File: src/rtl/handshake_pack.sv
// handshake_pack: packs PACK_COUNT narrow beats into one wide word with
// valid/ready handshakes on both sides. A word closes early on i_last.
// The output register is a single skid-free stage: a completing beat may be
// accepted in the same cycle the previous word leaves, so full throughput is
// one beat per cycle.
module handshake_pack #(
    parameter int unsigned VALUE_BITS = 8,
    parameter int unsigned PACK_COUNT = 4,
    parameter int unsigned COUNT_BITS = $clog2(PACK_COUNT) + 1
) (
    input  logic                           clock,
    input  logic                           reset,
    input  logic [VALUE_BITS-1:0]          i_value,
    input  logic                           i_last,
    input  logic                           i_valid,
    output logic                           o_ready,
    output logic [VALUE_BITS*PACK_COUNT-1:0] o_value,
    output logic [COUNT_BITS-1:0]          o_count,
    output logic                           o_last,
    output logic                           o_valid,
    input  logic                           i_ready
);

    localparam int unsigned WORD_BITS = VALUE_BITS * PACK_COUNT;
    localparam logic [COUNT_BITS-1:0] LAST_LANE = COUNT_BITS'(PACK_COUNT - 1);

    // Partial-word accumulator and its fill pointer (next free lane).
    logic [WORD_BITS-1:0]  acc_q, acc_d;
    logic [COUNT_BITS-1:0] fill_q, fill_d;

    // Output word register.
    logic [WORD_BITS-1:0]  o_value_q, o_value_d;
    logic [COUNT_BITS-1:0] o_count_q, o_count_d;
    logic                  o_last_q, o_last_d;
    logic                  o_valid_q, o_valid_d;

    logic                  accept;
    logic                  complete;
    logic [WORD_BITS-1:0]  merged;

    // Ready only looks at the output register, never at the upstream beat.
    assign o_ready = ~o_valid_q | i_ready;

    assign o_value = o_value_q;
    assign o_count = o_count_q;
    assign o_last  = o_last_q;
    assign o_valid = o_valid_q;

    // Merge the incoming beat into its lane and compute next state.
    always_comb begin
        accept   = i_valid & o_ready;
        merged   = acc_q;
        for (int unsigned i = 0; i < PACK_COUNT; i++) begin
            if (fill_q == COUNT_BITS'(i)) begin
                merged[i*VALUE_BITS +: VALUE_BITS] = i_value;
            end
        end
        complete = accept & (i_last | (fill_q == LAST_LANE));

        acc_d     = acc_q;
        fill_d    = fill_q;
        o_value_d = o_value_q;
        o_count_d = o_count_q;
        o_last_d  = o_last_q;
        o_valid_d = o_valid_q;

        if (o_valid_q && i_ready) begin
            o_valid_d = 1'b0;
        end

        if (accept) begin
            if (complete) begin
                // Accumulator lanes above fill_q are already zero, so the
                // unused upper lanes of the word read as zero.
                o_value_d = merged;
                o_count_d = fill_q + COUNT_BITS'(1);
                o_last_d  = i_last;
                o_valid_d = 1'b1;
                acc_d     = '0;
                fill_d    = '0;
            end else begin
                acc_d  = merged;
                fill_d = fill_q + COUNT_BITS'(1);
            end
        end
    end

    // State registers with synchronous reset; reset discards partial and
    // pending words, so nothing is captured while reset is high.
    always_ff @(posedge clock) begin
        if (reset) begin
            acc_q     <= '0;
            fill_q    <= '0;
            o_value_q <= '0;
            o_count_q <= '0;
            o_last_q  <= 1'b0;
            o_valid_q <= 1'b0;
        end else begin
            acc_q     <= acc_d;
            fill_q    <= fill_d;
            o_value_q <= o_value_d;
            o_count_q <= o_count_d;
            o_last_q  <= o_last_d;
            o_valid_q <= o_valid_d;
        end
    end

endmodule

File: config.mk
export PLATFORM = sky130hd
export DESIGN_NAME = handshake_pack
export DESIGN_NICKNAME = d
export VERILOG_FILES = /design/src/rtl/handshake_pack.sv
export SDC_FILE = /design/constraint.sdc
export NUM_CORES = 1
export LEC_CHECK = 0
export ABC_AREA = 1
export ABC_CLOCK_PERIOD_IN_PS = 2600
export CAP_MARGIN = 20
export CORE_ASPECT_RATIO = 0.8
export CORE_MARGIN = 4
export CORE_UTILIZATION = 55
export DETAILED_ROUTE_END_ITERATION = 8
export PLACE_DENSITY = 0.93
export SYNTH_ARGS = -nofsm -noshare
export SYNTH_HDL_FRONTEND = slang
export SYNTH_SLANG_ARGS = --single-unit
File: constraint.sdc
create_clock -name clock -period 2.6 [get_ports clock]
set_clock_uncertainty 0.2 [all_clocks]
set_input_delay 0.52 -clock clock [delete_from_list [all_inputs] [get_ports clock]]
set_output_delay 0.52 -clock clock [all_outputs]
set_load 0.01 [all_outputs]
; After elaboration in Yosys (flattened, before gate mapping)
; Index checks and enable logic that the tools add are counted.
; Widths: inputs -> output; s select.
[word_totals]
output_inout_bits = 38
in_bits = 13
ff_bits = 72
[classes]
n_mux = 9
n_addsub = 1
n_reduce_logical = 3
eq_ne = 3
bitwise_logic = 5
[ops]
columns = op, n
row1 = $mux 32, 1
row2 = $mux 8, 4
row3 = $eq 3x2->1 const B, 2
row4 = $add 3x1->3 const B, 1
row5 = $eq 3x1->1 const B, 1
row6 = $logic_not 3->1, 1
row7 = $mux 1, 3
row8 = $mux 3, 1
row9 = $and 1x1->1, 2
row10 = $or 1x1->1, 2
row11 = $reduce_and 2->1, 1
row12 = $logic_and 1x1->1, 1
row13 = $not 1->1, 1

; Logic depth before layout (Yosys ltp)
[logic_depth]
word_depth = 6
ltp_mapped = 11
ltp_nobuf = 8

; Worst setup path after synthesis
; No wires, ideal clock.
[synth_timing]
path_type = register to register
from = register fill_q[2]
to = register o_value_q[21] (netlist: o_value[21])
period_less_slack_ns = 1.804
t_required_ns = 2.331
setup_ns = 0.069
stages_incl_launch_ff = 12
arrival_time_ns = 1.535
n_path_buf = 3
slack_ns = 0.796
cell_sequence = dfxtp_1 inv_2 buf_2 ha_1 buf_6 inv_6 nand2_8 inv_4 nor2_8 buf_6 nand2_1 a21oi_2
[synth_via]
elab_chain_len = 4
word_cells_on_any_way = 6
classes_between = 2 x eq/ne / 1 x mux / 2 x bitwise / 1 x reduce/logical
[synth_rtl]
columns = item, line
row1 = start: declaration, 29  ; logic [COUNT_BITS-1:0] fill_q, fill_d;
row2 = start signal: assignment, 100  ; fill_q <= fill_d;
row3 = $eq 3x2->1, 58  ; complete = accept & (i_last | (fill_q == LAST_LANE));
row4 = $or 1x1->1, 58
row5 = $and 1x1->1, 58
row6 = $reduce_and 2->1 (no line), --
row7 = end signal: assignment, 101  ; o_value_q <= o_value_d;
row8 = end: declaration, 32  ; logic [WORD_BITS-1:0] o_value_q, o_value_d;
; Parallel ways exist; a longest one is shown, timed or not.
; A chain may end at the register's enable or synchronous reset.

; Worst setup path in the final report
[layout_timing]
from = input port i_ready
to = output port o_ready
[layout_via]
elab_chain_len = 1
[layout_rtl]
columns = item, line
row1 = start: declaration, 21  ; input logic i_ready
row2 = $or 1x1->1, 42  ; assign o_ready = ~o_valid_q | i_ready;
row3 = end: declaration, 16  ; output logic o_ready,
; Every way passes these cells.

==> results.cfg <==
[status]
status = finished clean

[timing]
tightest_slew_ns = 0.628
finalCritPeriodShare = 0.893
timing.final.setup_violations = 0
rsz_0062_raised_after_global_routing = no
setup_slack_ns = 0.277
slew_viol_final = 0
max-slew-margin-rel = 0.581
final-hold-violation-count = 0
tns_ns = 0
fmax_ghz = 0.431
min_period_ns = 2.32

[hold_path]
worstHoldPathType = reg2reg

[setup_path]
startpoint_of_the_worst_slack_reg_to_reg_timing_path = fill_q[1]$_SDFFE_PP0P_
crit_path_max_fanout = 2
endpoint_of_the_worst_register_to_register_path = o_value[0]$_SDFFE_PP0P_
regToRegSetupSlack_ns = 0.43
setup_crit_start = i_ready
worst_setup_path_endpoint = o_ready
startpoint_type = input pin
worst_ep_arrival_time_ns = 1.60
ff2ff_path_depth = 9
timing_worst_setup_path_type = in2out
timing.critical_path.required_ns = 1.88
cp-end-kind = output port

[clock_tree]
clk_pin_slew_worst_paths_ns = 0.07
clock-sinks = 72
cts.repair_timing.setup_buffer_count = 0
hold_buffers = 0
clk_root_buffer_cell = clkbuf_8
numCtsBuffers = 9
htree_levels = 3
ctsResizeCount = 0
cts_tree = yes
insertion_delay_ns = 0.35
maximum_clock_path_buffer_count = 2

[detailed_routing]
drt.antenna.violating_nets = 0
dr.first_iter.drc_count = 206
routed_wirelength_mm = 7.45
route.detailed.wl_per_inst_um = 13.4
vias_per_cell = 5.22
drtPass1Iterations = 4
drt_drc_violations_left = 0
routed-via-count = 2892

[logic_synthesis]
synthesis.instances = 430
synth.distinct_cells = 21
syn-num-nets = 448
ys_ff_latch = 72
ys_seq_area_frac = 0.449
synth_area_per_cell_um2 = 7.47
post_syn_area_um2 = 3210
ys_warn_count = 0

[grt]
number_of_global_route_vias_before_repair = 2787
grt_antenna_before_repair = 0
grt.total_usage = 0.221
overflow = 0
grt_start_max_net_pins = 38
grt_first_pass_wirelength_mm = 12.7

[cells_and_area]
final_util = 0.703
area_delta_synth_final_pct = 21.6
fillCellCount = 448
layout_commonest_cell = nand2_1
final_layout_size_suffix_gt1_frac = 0.134
antennaDiodeCount = 0
nNetsFinal = 489
final_cell_mix = 204 x nand2_1, 72 x dfxtp_1, 52 x a21oi_1
post_layout_nonfiller_instances = 554

[die]
die_x_um = 93.5
chipHeight_um = 76.4
initial_utilization = 0.578
io-pin-count = 51
core_um2 = 5560
die-area_um2 = 7140
std_cell_rows = 24

[place]
io_buffers = 50
gp_routability_congestion = 0.826
place.detailed.instances = 538
place_ws_ns = 0.249
place.detailed.hpwl_mm = 4.99

[power_and_ir_drop]
power.static_leakage_nw = 1.45
cellPowerDensity_nw_per_um2 = 585
worst_ir_drop_vdd_mv = 0.270

[run]
timing.max_cap.violations = 0
cell families (layout without fill, tap and decap cells):
logic type,count (synthesis),count (layout),synth area share
AO/OA/AOI/OAI,73,73,0.138
buffers and inverters,35,81,0.0678
AND/OR/NAND/NOR,245,245,0.326
adder cells (fa/ha/maj),5,5,0.0195
flip-flops,72,72,0.449
synth_stat cells (all sizes together):
| master | count | area (um^2) |
|---|---|---|
| a21oi | 72 | 435 |
| buf | 18 | 146 |
| clkbuf | 8 | 30.0 |
| dfxtp | 72 | 1440 |
| ha | 5 | 62.6 |
| inv | 9 | 41.3 |
| nand2 | 217 | 866 |
| nand3 | 26 | 143 |
| nor2 | 2 | 40.0 |
| o21bai | 1 | 7.51 |
metal layers:
| metal | share of wire | track usage |
|---|---|---|
| met2 | 0.47 | 0.344 |
| met5 | 0 | 0 |
| met3 | 0.083 | 0.0800 |
| met4 | 0.022 | 0.0673 |
| met1 | 0.42 | 0.286 |
registers in the layout, summed over array words and instances (netlist names):
name	count
o_last	1
o_count	3
acc_q	32
o_valid	1
fill_q	3
o_value	32
where the power goes:
| group | leakage, nW | internal [mW] | switching (mW) |
|---|---|---|---|
| registers | 0.582 | 1.12 | 0.0118 |
| logic | 0.762 | 0.0882 | 0.149 |
| clock network | 0.101 | 0.492 | 0.421 |
worst min-delay path by stage:
stage | startpoint | to | slack (ns) | cells after the start
detailed placement | acc_q[10]$_SDFFE_PP0P_ | acc_q[10]$_SDFFE_PP0P_ | 0.26 | 2
global route | o_value[15]$_SDFFE_PP0P_ | o_value[15]$_SDFFE_PP0P_ | 0.28 | 2
finish | o_value[15]$_SDFFE_PP0P_ | o_value[15]$_SDFFE_PP0P_ | 0.27 | 2
floorplan | acc_q[0]$_SDFFE_PP0P_ | acc_q[0]$_SDFFE_PP0P_ | 0.24 | 2
CTS | acc_q[10]$_SDFFE_PP0P_ | acc_q[10]$_SDFFE_PP0P_ | 0.27 | 2
global placement | acc_q[25]$_SDFFE_PP0P_ | acc_q[25]$_SDFFE_PP0P_ | 0.25 | 2
final cells by class:
class | instances | area, um^2 | share of cell area
timing repair buffer | 56 | 566 | 0.145
multi-input combinational | 323 | 1550 | 0.398
sequential | 72 | 1440 | 0.369
tap | 78 | 97.6 | 0.0250
inverter | 9 | 41.3 | 0.0106
clock inverter | 5 | 55.1 | 0.0141
clock buffer | 11 | 151 | 0.0388
stage by stage:
step | area [um^2] | hold WS (ns) | total power [mW]
after CTS | 3910 | 0.267 | 2.29
after floorplan | 3210 | 0.245 | 1.32
final | 3910 | 0.268 | 2.29
after global routing | 3910 | 0.284 | 2.37
after detailed placement | 3700 | 0.255 | 1.40
after global placement | 3700 | 0.251 | 1.39
worst max-delay path: stages:
cell and delay (ns):
clkdlybuf4s50_1 0.47, inv_2 0.04, nand2_2 0.05, clkdlybuf4s50_1 0.53
Note: power is estimated with default switching activity, not from simulation.
